===== config.mk =====
export PLATFORM = sky130hd
export DESIGN_NAME = nexus_ifetch_queue
export DESIGN_NICKNAME = d
export VERILOG_FILES = /design/src/rtl/nexus_ifetch_queue.sv
export SDC_FILE = /design/constraint.sdc
export NUM_CORES = 1
export LEC_CHECK = 0
export ABC_AREA = 1
export BUFFER_PORTS_ARGS = -buffer_cell sky130_fd_sc_hd__clkbuf_2
export CAP_MARGIN = 10
export CORE_ASPECT_RATIO = 0.75
export CORE_MARGIN = 2
export CORE_UTILIZATION = 54
export CTS_BUF_LIST = sky130_fd_sc_hd__clkbuf_16
export DETAILED_ROUTE_END_ITERATION = 16
export GPL_ROUTABILITY_DRIVEN = 0
export PLACE_DENSITY = 0.76
export SLEW_MARGIN = 20
export SYNTH_ARGS = -nofsm -noshare
export SYNTH_HDL_FRONTEND = slang
export SYNTH_SLANG_ARGS = --single-unit
export TNS_END_PERCENT = 50

===== constraint.sdc =====
create_clock -name clk -period 2.6 [get_ports clk]
set_clock_uncertainty 0.2 [all_clocks]
set_input_delay 0.52 -clock clk [delete_from_list [all_inputs] [get_ports clk]]
set_output_delay 0.52 -clock clk [all_outputs]
set_load 0.01 [all_outputs]

===== src/rtl/nexus_ifetch_queue.sv =====
// Instruction fetch queue: issues one memory request at a time under a credit limit,
// buffers in-order responses for the core, and discards in-flight fetches on a flush.
module nexus_ifetch_queue #(
  parameter int DEPTH = 4
) (
  input  logic        clk,
  input  logic        rst_n,
  input  logic [31:0] pc_i,
  input  logic        pc_valid_i,
  output logic        pc_ready_o,
  output logic        mem_req_o,
  output logic [31:0] mem_addr_o,
  input  logic        mem_gnt_i,
  input  logic        mem_rvalid_i,
  input  logic [31:0] mem_rdata_i,
  input  logic        flush_i,
  output logic [31:0] instr_o,
  output logic [31:0] instr_pc_o,
  output logic        instr_valid_o,
  input  logic        instr_ready_i
);

  localparam int PW = $clog2(DEPTH);
  localparam int CW = $clog2(DEPTH) + 1;
  localparam logic [CW:0]   DEPTH_C = (CW+1)'(DEPTH);
  localparam logic [CW-1:0] FULL_C  = CW'(DEPTH);

  localparam logic [1:0] IDLE  = 2'd0;
  localparam logic [1:0] REQ   = 2'd1;
  localparam logic [1:0] FLUSH = 2'd2;

  logic [1:0]    state_q, state_d;
  logic [31:0]   addr_q, addr_d;
  logic [CW-1:0] occ_q, occ_d;
  logic [CW-1:0] outst_q, outst_d;
  logic [CW-1:0] disc_q, disc_d;

  logic [31:0]   afifo_q [DEPTH];
  logic [PW-1:0] af_wr_q, af_rd_q;

  logic [31:0]   qpc_q    [DEPTH];
  logic [31:0]   qinstr_q [DEPTH];
  logic [PW-1:0] q_wr_q, q_rd_q;

  logic [CW:0]   used;
  logic          pc_fire, gnt_fire, q_push, q_pop;
  logic          unused_pc_bits;

  assign unused_pc_bits = ^pc_i[1:0];

  // Credits are what is left after counting buffered entries and every response still owed.
  assign used       = {1'b0, occ_q} + {1'b0, outst_q};
  assign pc_ready_o = rst_n && (state_q == IDLE) && !flush_i && (disc_q == '0) && (used < DEPTH_C);
  assign pc_fire    = pc_valid_i && pc_ready_o;

  assign mem_req_o  = (state_q == REQ) || (state_q == FLUSH);
  assign mem_addr_o = addr_q;
  assign gnt_fire   = mem_req_o && mem_gnt_i;

  assign instr_valid_o = (occ_q != '0);
  assign instr_o       = qinstr_q[q_rd_q];
  assign instr_pc_o    = qpc_q[q_rd_q];

  assign q_push = mem_rvalid_i && (disc_q == '0) && !flush_i;
  assign q_pop  = instr_valid_o && instr_ready_i && !flush_i;

  always_comb begin
    state_d = state_q;
    addr_d  = addr_q;
    case (state_q)
      IDLE: begin
        if (pc_fire) begin
          state_d = REQ;
          addr_d  = {pc_i[31:2], 2'b00};
        end
      end
      REQ: begin
        if (mem_gnt_i)    state_d = IDLE;
        else if (flush_i) state_d = FLUSH;
      end
      FLUSH: begin
        if (mem_gnt_i) state_d = IDLE;
      end
      default: state_d = IDLE;
    endcase
  end

  // A flush marks every response still owed (including one granted this cycle) for discard.
  always_comb begin
    outst_d = outst_q + CW'(gnt_fire) - CW'(mem_rvalid_i);
    occ_d   = flush_i ? '0 : (occ_q + CW'(q_push) - CW'(q_pop));
    if (flush_i)
      disc_d = outst_d;
    else
      disc_d = disc_q + CW'(gnt_fire && (state_q == FLUSH))
                      - CW'(mem_rvalid_i && (disc_q != '0));
  end

  always_ff @(posedge clk or negedge rst_n) begin
    if (!rst_n) begin
      state_q <= IDLE;
      addr_q  <= '0;
      occ_q   <= '0;
      outst_q <= '0;
      disc_q  <= '0;
      af_wr_q <= '0;
      af_rd_q <= '0;
      q_wr_q  <= '0;
      q_rd_q  <= '0;
      for (int i = 0; i < DEPTH; i++) begin
        qpc_q[i]    <= '0;
        qinstr_q[i] <= '0;
      end
    end else begin
      state_q <= state_d;
      addr_q  <= addr_d;
      occ_q   <= occ_d;
      outst_q <= outst_d;
      disc_q  <= disc_d;
      if (gnt_fire)     af_wr_q <= af_wr_q + 1'b1;
      if (mem_rvalid_i) af_rd_q <= af_rd_q + 1'b1;
      if (flush_i) begin
        q_wr_q <= '0;
        q_rd_q <= '0;
      end else begin
        if (q_push) begin
          qpc_q[q_wr_q]    <= afifo_q[af_rd_q];
          qinstr_q[q_wr_q] <= mem_rdata_i;
          q_wr_q           <= q_wr_q + 1'b1;
        end
        if (q_pop) q_rd_q <= q_rd_q + 1'b1;
      end
    end
  end

  always_ff @(posedge clk) begin
    if (gnt_fire) afifo_q[af_wr_q] <= addr_q;
  end

  // The credit rule makes a response into a full queue impossible.
  queueNoOverflow: assert property (@(posedge clk) disable iff (!rst_n)
    !(q_push && !q_pop && (occ_q == FULL_C)));

endmodule


; ---- Yosys cells after proc, flatten, opt, wreduce, memory -nomap -nowiden
; Memory sizes are Yosys's and may differ from the RTL's.
; Index checks and enable logic that the tools add are counted.
[op_classes]
eq_ne = 5
order_cmp = 4
n_mux = 23
add_sub_neg = 11
n_bitwise = 3
reduce_logical = 24
[ops]
columns = op, count
row1 = $bwmux W128, 2
row2 = $mux W32, 5
row3 = $bmux W32 S2, 2
row4 = $demux W32 S2, 1
row5 = $mux W2, 8
row6 = $logic_and A1 B1 Y1, 13
row7 = $add A3 B1 Y3, 3
row8 = $sub A3 B1 Y3, 3
row9 = $add A2 B1 Y2 const B, 4
row10 = $ge A3 B3 Y1 const B, 2
row11 = $mux W3, 2
row12 = $not A2 Y3, 2
row13 = $pmux W2 S3, 1
row14 = $reduce_bool A3 Y1, 2
row15 = $add A3 B3 Y4, 1
row16 = $lt A4 B3 Y1 const B, 1
row17 = $ne A2 B2 Y1 const B, 2
row18 = $reduce_and A2 Y1, 2
row19 = $reduce_bool A2 Y1, 2
row20 = $logic_not A3 Y1, 1
row21 = $lt A3 B1 Y1 const B, 1
row22 = $ne A3 B3 Y1 const B, 1
row23 = $reduce_and A3 Y1, 1
row24 = $eq A2 B1 Y1 const B, 1
row25 = 6 further kinds, 7
[totals]
out_inout_bits = 99
memories = 1
wordCells = 88
input_bits = 71
ramBits = 120
register_bits = 305
[mem_list]
columns = memory, depth, word_bits, read_ports, rd_clocked_by_memory_dff, write_ports, line_no
row1 = afifo_q, 4, 30, 1, 0, 1, 38  ; logic [31:0] afifo_q [DEPTH];

; ---- Longest topological paths before layout
[logic_depth]
word_depth = 8
depth_mapped = 13
ltp_nobuf = 11

; ---- Worst setup path after synthesis
; OpenSTA, ideal clock, no wires.
[synth_path]
kind = register to register
startpoint = reg state_q[0]
endpoint = mem afifo_q[0][0] (netlist bit), enable pin
path_slack_ps = -268
n_path_buf = 0
setup_time_ps = 417
t_required_ps = 1983
stages_incl_launch_ff = 5
synth_period_minus_slack_ps = 2868
t_arrival_ps = 2251
cell_sequence = dfrtp_1 -> inv_1 -> ha_1 -> nand2_1 -> nor2_1
[synth_between]
elab_chain_len = 5
word_cells_on_any_way = 6
cone_classes = eq/ne (2) / mux (2) / reduce/logical (2)
[synth_rtl]
columns = element, line_no
row1 = from (decl), 32  ; logic [1:0] state_q, state_d;
row2 = from (signal assigned), 115  ; state_q <= state_d;
row3 = $eq A2 B1 Y1 / $eq A2 B2 Y1 (equally long branches), 56  ; assign mem_req_o = (state_q == REQ) || (state_q == FLUSH);
row4 = $logic_or A1 B1 Y1 (*), 56
row5 = net mem_req_o, 11  ; output logic mem_req_o,
row6 = $logic_and A1 B1 Y1 (*), 58  ; assign gnt_fire = mem_req_o && mem_gnt_i;
row7 = $mux W1 (*), 137  ; if (gnt_fire) afifo_q[af_wr_q] <= addr_q;
row8 = $mux W1 (not written as such) (*), 137
row9 = to (decl), 38
; The timed path passes the listed nets; every way through them passes the cells marked *.

; ---- Worst setup path after layout
[layout_path]
startpoint = reg q_rd_q[0]
endpoint = out instr_pc_o[21]
[layout_between]
elab_chain_len = 4
[layout_rtl]
columns = element, line_no
row1 = from (decl), 43  ; logic [PW-1:0] q_wr_q, q_rd_q;
row2 = from (signal assigned), 131  ; if (q_pop) q_rd_q <= q_rd_q + 1'b1;
row3 = $not A2 Y3 (not written as such), 62  ; assign instr_pc_o = qpc_q[q_rd_q];
row4 = $bmux W32 S2, 62
row5 = $mux W32 (not written as such) (2 in series), 62
row6 = to (decl), 18  ; output logic [31:0] instr_pc_o,
; No other way between the ends. The select of a mux whose other input is x is not followed.

==> impl_metrics.toml <==
[finish]
nets = 2246
antenna_cells = 0
drive_above_1_share = 0.168
final_cells = 2634
nFillCells = 2646
syn2layout_area_growth_pct = 19.1

[timing]
rsz0062_at_grt = "true"
final-setup-viol-count = 50
relSlewSlack = 0.332
timing.hold.ws_ps = -102
drv_slew = 0
finalHoldViolCount = 12
layout_worst_path_cycle_share = 1.03
period_minus_slack_ps = 2680
setup_slack_ps = -75.6
max_freq_mhz = 374
worstMarginPinSlew_ps = 1000

[clock_tree]
cts_root_buf = "clkbuf_16"
cts_buffer_depth = 3
clock_latency_ps = 540
cts_tree = "done"
path_clk_slew_ps = 60
cts_htree_levels = 2
clock-sinks = 417
cts_inserted_buffers = 41

[floorplanning]
core-area_um2 = 33500
die_area_um2 = 35500
start_util = 0.548
io_pins = 170
row_count = 58
fp.dieW_um = 217
die_h_um = 164

[critical_path]
startpoint = "q_rd_q[0]"
crit_path_max_incr_delay_ps = 600
endpoint_kind = "primary output"
worstPathArrival_ps = 1960
cp-start-kind = "flip-flop"
slowest_stage = "dfrtp_4"
rrSetupSlack_ps = 180
reg2reg_to = "disc_q[2]"
worstPathMaxFanout = 7
path_cells = "buf_12 > clkbuf_16 > o21ai_0 > o22ai_1 > buf_2"
r2r-start = "state_q[0]"
required_ps = 1880
reg2reg_depth = 10
critPathKind = "reg -> out"
endpoint = "instr_pc_o[21]"

[grt]
grt.overflow.total = 0
antenna_found_initial = 1
track_usage = 0.279
grt_max_degree = 173
grt_pass1_vias = 14449
grt_pass1_wl_um = 77800

[status]
failed_checks = "negative hold slack, negative setup slack"
outcome = "finished, violations left"

[placed_design]
io_buffers = 163
pre_cts_slack_ps = 188
hpwl_um = 27600
place_inst = 2509

[synthesis]
syn_inst = 1988
syn-cell-area_um2 = 18300
synth-xor-area-share = 0.00430
ys_seq_elements = 417
ys_warn_count = 0
synth_simple_gate_area_share = 0.161
synthMuxAreaShare = 0
ys_seq_area_frac = 0.602
synth_cell_types = 30
avgSynthCellArea_um2 = 9.22
synthTopCellsByArea = "dfrtp_1 41%, edfxtp_1 20%, nand2_1 11%, o21ai_0 7.5%, o21ai_1 5.3%"
synth_compound_area_frac = 0.160
yosys.area.top_type_share = 0.405
synth_top_family_by_area = "simple AND/OR/NAND/NOR gates"
yosys.area.top_type = "dfrtp_1"
synthAdderAreaFrac = 0.0169

[pwr]
power_leakage_uw = 0.0108
power-per-cell-area_nw_per_um2 = 1110
ir_drop_uv = 633

[routing]
first_pass_iters = 5
ant_nets = 0
drc = 0
vias_per_cell = 5.75
drt-initial-drc-count = 1840
vias = 15152
totalWireLength_um = 51400
routedWlPerCell_um = 19.5

[worst_hold_path]
hold_path.class = "in -> async"

[flow_run]
max_cap_violations = 0
-- sequential cells by signal, summed over array words and instances, names as in the netlist --
| signal | cells |
|---|---|
| q_wr_q | 2 |
| mem_addr_o | 30 |
| occ_q | 3 |
| state_q | 2 |
| outst_q | 3 |
| q_rd_q | 2 |
| disc_q | 3 |
| af_rd_q | 2 |
| afifo_q | 120 |
| qpc_q | 120 |
| af_wr_q | 2 |
| qinstr_q | 128 |
-- worst min path at each step --
stage,startpoint,end,slack (ps)
2_1_floorplan,rst_n,af_rd_q[0],20
3_3_place_gp,rst_n,mem_addr_o[8],170
3_5_place_dp,rst_n,mem_addr_o[4],170
4_1_cts,rst_n,mem_addr_o[12],10
5_1_grt,pc_i[22],mem_addr_o[22],30
6_report,rst_n,mem_addr_o[12],-100
-- synthesized netlist by cell type, drive strengths merged --
| master | instances |
|---|---|
| a21oi | 3 |
| nand3 | 7 |
| edfxtp | 120 |
| nor2 | 208 |
| inv | 64 |
| conb | 1 |
| buf | 54 |
| nor3 | 1 |
| dfrtp | 297 |
| nand2 | 548 |
| o21ai | 466 |
| nor4 | 1 |
| ha | 20 |
| o21bai | 1 |
| xor2 | 5 |
| clkinv | 1 |
| clkbuf | 92 |
| o22ai | 92 |
| xnor2 | 4 |
| fa | 3 |
-- what timing repair did --
item	CTS	global route
cloned	5	7
buffers inserted	7	3
hold endpoints to repair	73	0
pin swaps	9	27
hold buffers	29	0
resized for setup	25	143
setup endpoints to repair	62	63
-- kinds of logic after synthesis --
logic type / Yosys count
buf+inv: 211
xor+xnor: 9
fa+ha+maj: 23
simple gates: 765
other cells: 1
flops: 417
compound gates: 562
-- critical path, delay by kind of cell, from the launching register on --
family	cells	cell delay, ps
flops	1	600
buf+inv	3	510
compound gates	2	310
-- where the power goes --
group | leakage (uW) | switching [uW] | internal [uW]
Sequential | 0.00511 | 956 | 8430
Clock | 0.000681 | 2530 | 3150
Combinational | 0.00501 | 5750 | 3360
-- stage by stage --
stage | cell area, um2 | TNS (ps) | hold slack (ps) | util | total power, uW
after global placement | 19600 | 0 | 166 | 0.585 | 17000
after CTS | 21400 | -2410 | 11.3 | 0.641 | 23500
final | 21800 | -1510 | -102 | 0.653 | 24200
after detailed placement | 19600 | 0 | 166 | 0.585 | 17300
after floorplan | 18300 | -32190 | 24.4 | - | 14100
after global routing | 21800 | -4330 | 29.4 | 0.653 | 25400
-- placed cells by master (no fill, tap or decap), types with 6 or more instances in the layout --
master         count
clkbuf_2         123
edfxtp_1         120
o22ai_2           23
o22ai_1           69
clkinv_2          13
inv_1             65
dlygate4sd3_1     29
nor2_2            21
dfrtp_1          293
o21ai_0          223
o21ai_1          240
buf_2             37
clkbuf_16         48
nor2_1           182
ha_1              20
buf_8              6
buf_4             32
buf_16             6
buf_12            22
inv_2             11
nand2_1          547
-- per-layer routing --
metal	GRT usage	vias up	wire length [um]
li1	-	6968	-
met1	0.402	7396	21700
met2	0.443	702	24300
met3	0.0460	84	4520
met4	0.0772	2	916
met5	0	-	12
-- area by class of cell --
| type | instances | area (um2) | share of cell area |
|---|---|---|---|
| Multi-Input combinational cell | 1363 | 6520 | 0.299 |
| Timing Repair Buffer | 262 | 2160 | 0.0990 |
| Tap cell | 450 | 563 | 0.0258 |
| Sequential cell | 417 | 11000 | 0.506 |
| Clock buffer | 44 | 1100 | 0.0504 |
| Inverter | 65 | 259 | 0.0119 |
| Timing Repair inverter | 2 | 27.5 | 0.00126 |
| Clock inverter | 31 | 164 | 0.00751 |
Power figures use the tool's default switching activity.
